--- src/rtl/alu_core.sv ---
// rtl/alu_core.sv - 8-bit operand ALU with iterative shift-add multiply feeding the result latch
// Optional ALU_FAST_MUL_EN: single-cycle combinational multiply instead of the WIDTH-cycle loop.
module alu_core #(
    parameter int WIDTH = 8
) (
    input  logic                 clock,
    input  logic                 reset,
    input  logic [WIDTH-1:0]     data_in,
    input  logic                 load_a,
    input  logic                 load_b,
    input  logic [2:0]           opcode,
    input  logic                 start,
    output logic                 busy,
    output logic                 done,
    output logic [2*WIDTH-1:0]   alu_result,
    output logic [2:0]           flags_out
);

    localparam int CW = (WIDTH > 1) ? $clog2(WIDTH) : 1;

    typedef enum logic [1:0] {
        S_IDLE,
        S_MUL,
        S_FINISH
    } state_t;

    state_t               state_q, state_d;
    logic [WIDTH-1:0]     a_q, a_d;
    logic [WIDTH-1:0]     b_q, b_d;
    logic [2*WIDTH-1:0]   result_q, result_d;
    logic [2:0]           flags_q, flags_d;
    logic                 done_q, done_d;
    logic [CW-1:0]        cnt_q, cnt_d;
    logic [2*WIDTH-1:0]   prod_q, prod_d;

    logic [WIDTH:0]       sum, diff;
    logic [WIDTH-1:0]     low;
    logic                 low_carry;
    logic [2*WIDTH-1:0]   op_result;
    logic [2:0]           op_flags;
    logic [2*WIDTH-1:0]   addend, prod_next;

    // Multiply flags look at the full product; non-MUL flags at the low half only.
    function automatic logic [2:0] mul_flags(input logic [2*WIDTH-1:0] p);
        return {(p == '0), (|p[2*WIDTH-1:WIDTH]), p[2*WIDTH-1]};
    endfunction

    always_comb begin
        sum       = {1'b0, a_q} + {1'b0, b_q};
        diff      = {1'b0, a_q} - {1'b0, b_q};
        low       = '0;
        low_carry = 1'b0;
        op_result = '0;
        op_flags  = '0;
        case (opcode)
            3'b000:  begin low = sum[WIDTH-1:0];  low_carry = sum[WIDTH];  end
            3'b001:  begin low = diff[WIDTH-1:0]; low_carry = diff[WIDTH]; end
            3'b010:  low = a_q & b_q;
            3'b011:  low = a_q | b_q;
            3'b100:  low = a_q ^ b_q;
            3'b101:  begin low = {a_q[WIDTH-2:0], 1'b0}; low_carry = a_q[WIDTH-1]; end
            3'b110:  begin low = {1'b0, a_q[WIDTH-1:1]}; low_carry = a_q[0];       end
            default: low = '0;
        endcase
        if (opcode == 3'b111) begin
`ifdef ALU_FAST_MUL_EN
            op_result = {{WIDTH{1'b0}}, a_q} * {{WIDTH{1'b0}}, b_q};
`else
            op_result = '0;
`endif
            op_flags = mul_flags(op_result);
        end else begin
            op_result = {{WIDTH{1'b0}}, low};
            op_flags  = {(low == '0), low_carry, low[WIDTH-1]};
        end
    end

    always_comb begin
        addend    = b_q[cnt_q] ? ({{WIDTH{1'b0}}, a_q} << cnt_q) : '0;
        prod_next = prod_q + addend;
    end

    always_comb begin
        state_d  = state_q;
        a_d      = a_q;
        b_d      = b_q;
        result_d = result_q;
        flags_d  = flags_q;
        done_d   = 1'b0;
        cnt_d    = cnt_q;
        prod_d   = prod_q;
        case (state_q)
            S_IDLE: begin
                if (load_a) a_d = data_in;
                if (load_b) b_d = data_in;
                if (start) begin
`ifdef ALU_FAST_MUL_EN
                    result_d = op_result;
                    flags_d  = op_flags;
                    done_d   = 1'b1;
`else
                    if (opcode == 3'b111) begin
                        state_d = S_MUL;
                        cnt_d   = '0;
                        prod_d  = '0;
                    end else begin
                        result_d = op_result;
                        flags_d  = op_flags;
                        done_d   = 1'b1;
                    end
`endif
                end
            end
            S_MUL: begin
                prod_d = prod_next;
                cnt_d  = cnt_q + CW'(1);
                if (cnt_q == CW'(WIDTH - 1)) begin
                    state_d  = S_FINISH;
                    result_d = prod_next;
                    flags_d  = mul_flags(prod_next);
                    done_d   = 1'b1;
                end
            end
            S_FINISH: state_d = S_IDLE;
            default:  state_d = S_IDLE;
        endcase
    end

    always_ff @(posedge clock) begin
        if (reset) begin
            state_q  <= S_IDLE;
            a_q      <= '0;
            b_q      <= '0;
            result_q <= '0;
            flags_q  <= '0;
            done_q   <= 1'b0;
            cnt_q    <= '0;
            prod_q   <= '0;
        end else begin
            state_q  <= state_d;
            a_q      <= a_d;
            b_q      <= b_d;
            result_q <= result_d;
            flags_q  <= flags_d;
            done_q   <= done_d;
            cnt_q    <= cnt_d;
            prod_q   <= prod_d;
        end
    end

    assign busy       = (state_q == S_MUL);
    assign done       = done_q;
    assign alu_result = result_q;
    assign flags_out  = flags_q;

endmodule

--- config.mk ---
export PLATFORM = sky130hd
export DESIGN_NAME = alu_core
export DESIGN_NICKNAME = d
export VERILOG_FILES = /design/src/rtl/alu_core.sv
export SDC_FILE = /design/constraint.sdc
export NUM_CORES = 1
export LEC_CHECK = 0
export ABC_AREA = 0
export CORE_MARGIN = 10
export CORE_UTILIZATION = 64
export DETAILED_ROUTE_END_ITERATION = 6
export GPL_ROUTABILITY_DRIVEN = 0
export GPL_TIMING_DRIVEN = 0
export PLACE_DENSITY = 0.87
export SLEW_MARGIN = 5
export SYNTH_ARGS = -nofsm -noshare
export SYNTH_HDL_FRONTEND = slang
export SYNTH_SLANG_ARGS = --single-unit
--- constraint.sdc ---
create_clock -name clock -period 10.05 [get_ports clock]
set_input_delay 2.01 -clock clock [delete_from_list [all_inputs] [get_ports clock]]
set_output_delay 2.01 -clock clock [all_outputs]
set_load 0.005 [all_outputs]
==> key figures, run 1 <==
Status
  – Status: finished, final reports clean

Timing
  – Fin crit share: 0.4549
  – Setup violators final: 0
  – Setup TNS: 0 ns
  – Final Hold Vio Count: 0
  – Worst slew margin: 0.2377
  – RSZ-0062 raised after global routing: no
  – Fin Clk Skew: 0.01414 ns
  – Min Hold Slack: 0.4582 ns
  – Tightest Pin Transition: roughly 1.1 ns
  – Period minus WS final: 4.572 ns
  – Final Max Tran Viols: 0
  – Maximum clock rate: 0.2187 GHz

Clock tree
  – CTS tree: built
  – Clk_lat worst skew: 0.34 ns
  – CTS sink cnt: 57
  – H-tree depth: 3
  – Post_cts resized: 0
  – Post-CTS setup buffer count: 0
  – Clock Tree Root: clkbuf_8
  – Clock slew at the register clock pins of the worst setup and hold paths: 0.08 ns
  – # hold bufs at CTS: 0
  – Clk buf depth: 2
  – CTS Buf Count: 9

Die
  – Die footprint: 10810 sq um
  – Die Y: between 100 and 150 um
  – Core Area: 6832 sq um
  – Initial core utilization: 0.6603
  – Die Wd: 104.0 um
  – FP Rows: 30
  – Ports: 37

Synthesis
  – Post-synth EDFFs: 0
  – Post-synthesis register bit count: 57
  – Seq/Total Area, Yosys: 0.2530
  – Post-Syn Area per Cell: 7.480 sq um
  – Syn_nets: approximately 660
  – Most used DFF post-synth: dfxtp_1
  – Syn. warnings: 0
  – Cell area after synthesis: approximately 4500 sq um
  – Asr flop ratio synth: 0
  – Post-synthesis cell count: 603
  – Yosys cell types: 66

Worst setup path
  – Critical path class: reg -> out
  – WP depth: 6
  – Critical Path End: busy
  – CP bufs+invs: 5
  – Crit-path cells: clkbuf_1 > nand2b_1 > inv_1 > clkbuf_1 > clkbuf_1 > clkdlybuf4s50_1
  – CP delay by family, top: buffers and inverters
  – CP Max Fanout: 10
  – RR Endpoint: flags_out[2]
  – Worst path slowest cell: clkdlybuf4s50_1
  – Crit. Startpoint: state_q[1]
  – Setup crit start kind: flip-flop
  – R2r startpoint: cnt_q[0]
  – CP dominant cell by count: clkbuf_1
  – Crit end category: output port
  – Worst EP required: 8.04 ns
  – R2R cell count: 15
  – Crit path DAT: about 2.6 ns
  – Largest stage delay on the critical path: 0.61 ns
  – Reg2reg setup slack: roughly 5.5 ns

Power and ir drop
  – Power Density: 120.2 nW/um^2
  – P_leak: 2.060 nW
  – Maximum vdd drop: about 0.000094 V

Route
  – Initial DRC count: 640
  – Pre-antenna DRT Iters: 6
  – Via count: approximately 4800
  – Vias per Instance: 6.456
  – Residual DRC: 0
  – Antenna Nets Post-Route: 0
  – Routed len/inst: 18.10 um
  – Total Wirelength: 13570 um

Global route
  – Pin count of the biggest net entering global routing: 13
  – Vias in the first global route: approximately 4500
  – Initial antenna violation count: 0
  – Grt total ovfl: 0
  – Total GRT Usage: 0.2417
  – First-pass GRT wire length: 22050 um

Cells and area
  – FF+latch area: 1141 sq um
  – Share of post-route cells with drive strength above 1: 0.05046
  – Final Non-Filler Cells: 750
  – P&R area growth vs syn: 15.42%
  – Nets: 710
  – Most frequent cells in the layout: 100 x nor2_1, 70 x a21oi_1, 57 x dfxtp_1
  – Multi-input gate area: roughly 3100 sq um
  – N_diodes: 0
  – Filler cell count: 545
  – Commonest non-fill, non-tap cell in the layout: nor2_1

Placed design
  – Inst Count DP: roughly 730
  – DP HPWL: 10430 um
  – Port Buffers: 35

Job
  – Max-cap violations: 0

Worst hold path
  – Class of the worst hold path: reg -> reg
  – Worst Hold Path Cells: 2
==> flip-flops by register name, indices dropped and copies added (netlist names) <==
name,flops
alu_result,16
flags_out,3
prod_q,16
a_q,8
done,1
state_q,2
cnt_q,3
b_q,8
==> routing by layer <==
metal / track usage / up-vias / routed length [um]
met3: 0.05762 / 52 / 1581
met4: 0.1074 / 0 / 546
met5: 0 / - / 0
li1: - / 2246 / -
met2: 0.3734 / 304 / 5993
met1: 0.3118 / 2240 / 5452
==> cells in the mapped netlist (4+ instances only) <==
cell       number  share of area
dfxtp_1        57           0.25
xor2_1          8          0.016
a22oi_1        14          0.023
o211ai_1        5         0.0083
xnor2_1         9          0.017
o2111ai_1       4         0.0078
clkbuf_1       30          0.025
nand2_1        51          0.042
a21o_1          9          0.015
and2_1          4         0.0055
mux4_2          4          0.020
ha_1           42           0.12
o21ai_0        24          0.027
nand3_1        23          0.026
a21oi_1        70          0.078
inv_1          30          0.025
a221oi_1        5         0.0097
nor2_1        100          0.083
a211oi_1        7          0.012
or4_1           4         0.0067
nor3_1         14          0.016
nor2b_1         7         0.0097
mux2i_1         8          0.018
nor4_1          4         0.0055
nand2b_1        8          0.011
==> where the power goes <==
group	internal (W)	total, W	leakage (nW)	switching (W)
registers	0.000234	0.000243	0.464	0.00000935
logic	0.0000547	0.000135	1.49	0.0000808
clock network	0.000142	0.000247	0.106	0.000105
total	0.000430	0.000626	2.06	0.000195
==> per-stage QoR <==
| stage | util | area [sq um] | worst slack, ns | power [W] |
|---|---|---|---|---|
| 2_1_floorplan | - | 4511 | 6.170 | 0.0003339 |
| 3_3_place_gp | 0.7291 | 4981 | 5.402 | 0.0003736 |
| 3_5_place_dp | 0.7291 | 4981 | 5.340 | 0.0003776 |
| 4_1_cts | 0.7621 | 5206 | 5.523 | 0.0006196 |
| 5_1_grt | 0.7621 | 5206 | 5.103 | 0.0006509 |
| 6_report | 0.7621 | 5206 | 5.478 | 0.0006255 |
==> layout make-up <==
class / count / share of cell area
clock inverter: 7 / 0.01947
timing repair buffer: 35 / 0.06729
tap: 96 / 0.02307
sequential: 57 / 0.2192
clock buffer: 9 / 0.02379
multi-input combinational: 479 / 0.5975
inverter: 30 / 0.02163
buffer: 37 / 0.02812
==> cell families (layout without fill, tap and decap cells) <==
family | Yosys count | count (layout) | share of synthesized area
simple gates | 230 | 230 | 0.2300
fa+ha+maj | 45 | 45 | 0.1298
flops | 57 | 57 | 0.2530
mux | 13 | 13 | 0.04022
xor+xnor | 17 | 17 | 0.03301
compound gates | 174 | 174 | 0.2566
buf+inv | 67 | 118 | 0.05742
==> worst reg2reg max path: stages, from the launching register on <==
cell and delay [ns]:
dfxtp_1 0.33, clkbuf_1 0.45, mux4_2 0.63, nand2_1 0.18, and2_1 0.15, clkbuf_1 0.25, a211oi_1 0.12, ha_1 0.40
nor2_1 0.07, nor2_1 0.22, nand2_1 0.15, o41ai_2 0.37, xor2_1 0.23, or4_1 0.54, and4bb_1 0.30, a31o_1 0.14
==> worst min-delay path by stage <==
stage | to | start
3_5_place_dp | alu_result[13] | alu_result[13]
6_report | alu_result[13] | alu_result[13]
5_1_grt | alu_result[13] | alu_result[13]
2_1_floorplan | prod_q[0] | prod_q[0]
3_3_place_gp | alu_result[13] | alu_result[13]
4_1_cts | alu_result[13] | alu_result[13]
Note: power is estimated with default switching activity, not from simulation.
==> run 2, diff against run 1 <==
--- a/config.mk
+++ b/config.mk
@@ -7,11 +7,11 @@
 export LEC_CHECK = 0
 export ABC_AREA = 0
 export CORE_MARGIN = 10
-export CORE_UTILIZATION = 64
+export CORE_UTILIZATION = 54
 export DETAILED_ROUTE_END_ITERATION = 6
 export GPL_ROUTABILITY_DRIVEN = 0
 export GPL_TIMING_DRIVEN = 0
-export PLACE_DENSITY = 0.87
+export PLACE_DENSITY = 0.78
 export SLEW_MARGIN = 5
 export SYNTH_ARGS = -nofsm -noshare
 export SYNTH_HDL_FRONTEND = slang
==> constraint.sdc (replaced) <==
create_clock -name clock -period 4.2 [get_ports clock]
set_input_delay 0.84 -clock clock [delete_from_list [all_inputs] [get_ports clock]]
set_output_delay 0.84 -clock clock [all_outputs]
set_load 0.005 [all_outputs]
==> run 2 against run 1 <==
Net effect:
- worst setup slack worse by 5.3 ns
- global-route usage is 2.7 points lower
- power is 140% higher
- final cell count is 1.1% higher
- highest routed layer unchanged
- clock-buffer cell count stayed put
- largest power group unchanged
- largest cell class unchanged
- flip-flop and latch count stayed put
- wire length is 1.7% higher
- first-iteration DRC count is 22% lower
- sequential share of layout area is 0.21 points lower
- combinational power is 140% higher
- critical endpoint is now flags_out[2]
- sequential power is 140% higher
- die area is 15% higher
==> key figures, run 2 (synthesis gave the netlist of run 1 again) <==
Status
  – Status: finished, final reports clean

Timing
  – Final Max Tran Viols: 0 (unchanged)
  – Maximum clock rate: 0.2510 GHz
  – Tightest Pin Transition: 1.117 ns (-0.02361 ns)
  – Fin crit share: 0.9488
  – Worst slew margin: 0.2535 (+0.01578)
  – RSZ-0062 raised after global routing: no
  – Setup violators final: 0 (unchanged)
  – Fin Clk Skew: 0.01512 ns (+0.0009723 ns)
  – Final Hold Vio Count: 0 (unchanged)
  – Period minus WS final: 3.985 ns

Worst setup path
  – CP delay by family, top: simple AND/OR/NAND/NOR gates
  – R2R cell count: 14 (-1)
  – Worst path slowest cell: mux4_2
  – Crit path DAT: 4.28 ns (+1.72 ns)
  – Crit end category: flip-flop
  – Critical path class: reg -> reg
  – Crit-path cells: clkbuf_4 > mux4_2 > nand2_2 > nor4_1 > ha_1 > fa_1 > a211oi_2 > o21ai_0 > a21oi_1 > nor2_1 > xor2_1 > or4_1 > and4bb_1 > a31o_1
  – WP depth: 14 (+8)
  – Setup crit start kind: flip-flop
  – Worst EP required: 4.49 ns (-3.55 ns)
  – Largest stage delay on the critical path: 0.53 ns (-0.08 ns)
  – CP Max Fanout: 9 (-1)
  – CP bufs+invs: 1 (-4)

Clock tree
  – CTS Buf Count: 9 (unchanged)
  – Clock slew at the register clock pins of the worst setup and hold paths: 0.08 ns (about the same)
  – Clk buf depth: 2 (unchanged)
  – H-tree depth: 3 (unchanged)
  – CTS sink cnt: 57 (unchanged)
  – Clock Tree Root: clkbuf_8
  – Post-CTS setup buffer count: 0 (unchanged)
  – Clk_lat worst skew: 0.35 ns (about the same)
  – CTS tree: built

Power and ir drop
  – Gate power share: 0.215 (about the same)
  – Power Density: 287.2 nW/um^2 (+140%)
  – Switch share: 0.3179 (+0.005326)
  – P_sw: 0.0004799 W (+150%)
  – Maximum vdd drop: 0.0001640 V (+75%)
  – P_leak: 2.106 nW (+2.2%)
  – Internal: 0.001030 W (+140%)
  – Clock power share: 0.400 (+0.005)
  – Overall Power: 0.001510 W (+140%)
  – Reg power frac: 0.386 (-0.003)

Cells and area
  – Commonest non-fill, non-tap cell in the layout: nor2_1
  – Fin util: 0.6431 (-0.1190)
  – Most frequent cells in the layout: 99 x nor2_1, 70 x a21oi_1, 57 x dfxtp_1
  – FF+latch area: 1141 sq um (unchanged)
  – Filler cell count: 724 (+33%)
  – P&R area growth vs syn: 16.56%
  – N_diodes: 0 (unchanged)
  – Share of post-route cells with drive strength above 1: 0.06432 (+0.01386)
  – Nets: 709 (-0.14%)
  – Final Non-Filler Cells: 758 (+1.1%)
  – Multi-input gate area: 3148 sq um (+1.2%)

Die
  – Die Wd: 111.4 um (+7.2%)
  – Initial core utilization: 0.5517 (-0.1085)
  – Core Area: 8175 sq um (+20%)
  – FP Rows: 33 (+10%)
  – Die footprint: 12410 sq um (+15%)
  – Ports: 37 (unchanged)
  – Die Y: 111.4 um (+7.2%)

Route
  – Total Wirelength: 13800 um (+1.7%)
  – Antenna Nets Post-Route: 0 (unchanged)
  – Routed len/inst: 18.21 um (+0.62%)
  – Via count: 4732 (-2.3%)
  – Residual DRC: 0 (unchanged)
  – Pre-antenna DRT Iters: 5 (-1)
  – Vias per Instance: 6.243 (-3.3%)
  – Initial DRC count: 501 (-22%)

Global route
  – First-pass GRT wire length: 22640 um (+2.7%)
  – Vias in the first global route: 4546 (+2.0%)
  – Grt total ovfl: 0 (unchanged)
  – Pin count of the biggest net entering global routing: 13 (unchanged)
  – Initial antenna violation count: 0 (unchanged)
  – Total GRT Usage: 0.2144 (-0.02729)

Job
  – Max-cap violations: 0 (unchanged)

Placed design
  – DP HPWL: 10530 um (+0.90%)
  – Port Buffers: 35 (unchanged)
  – Inst Count DP: 743 (+1.2%)

Worst hold path
  – Worst Hold Path Cells: 2 (unchanged)
  – Class of the worst hold path: reg -> reg
-- run 2: layout make-up --
cell class	instances	area share
well taps	105	0.02499
inverters	30	0.02142
clock inverters	7	0.01928
clock buffers	9	0.02356
multi-input cells	479	0.5988
plain buffers	36	0.02832
flip-flops and latches	57	0.2170
repair buffers	35	0.06663
-- run 2: repair_timing --
item                                    4_1_cts  5_1_grt
hold buffers                                  0        0
resized for setup                             5        9
cloned                                        0        0
endpoints found under the setup margin        2        2
pin swaps                                     0        2
-- run 2: through the flow --
stage | TNS, ns | hold slack (ns) | cell area, sq um | worst slack, ns
2_1_floorplan | 0 | 0.4406 | 4511 | 0.3200
3_3_place_gp | -0.4063 | 0.4433 | 4992 | -0.2084
3_5_place_dp | -0.6517 | 0.4461 | 4992 | -0.3287
4_1_cts | 0 | 0.4579 | 5238 | 0.04056
5_1_grt | 0 | 0.4779 | 5258 | 0.03657
6_report | 0 | 0.4543 | 5258 | 0.2152
-- run 2: final timing paths --
check / start / end / slack, ns
setup / recovery: cnt_q[0] / flags_out[2] / 0.22
hold reg to reg: alu_result[11] / alu_result[11] / 0.45
setup reg to reg: cnt_q[0] / flags_out[2] / 0.22
hold / removal: alu_result[11] / alu_result[11] / 0.45
-- run 2: worst register-to-register path, cell delays in order (launching register included) --
cell,delay (ns)
dfxtp_1,0.33
clkbuf_4,0.22
mux4_2,0.53
nand2_2,0.15
nor4_1,0.08
ha_1,0.23
fa_1,0.44
a211oi_2,0.24
o21ai_0,0.20
a21oi_1,0.28
nor2_1,0.09
xor2_1,0.20
or4_1,0.48
and4bb_1,0.31
a31o_1,0.15
-- run 2: routing by layer --
layer	global-route usage	share of wire	up-vias	routed length, um
li1	-	-	2243	-
met3	0.04670	0.10	47	1407
met5	0	0	-	0
met2	0.3388	0.43	264	6004
met4	0.09083	0.037	0	507
met1	0.2757	0.43	2178	5885
-- run 2: power groups by stage --
stage	Combinational (W)	Clock (W)	Sequential, W
floorplan	0.000212	0	0.000587
global placement	0.000306	0	0.000593
detailed placement	0.000312	0	0.000594
CTS	0.000315	0.000604	0.000581
global route	0.000352	0.000634	0.000584
finish	0.000324	0.000603	0.000582
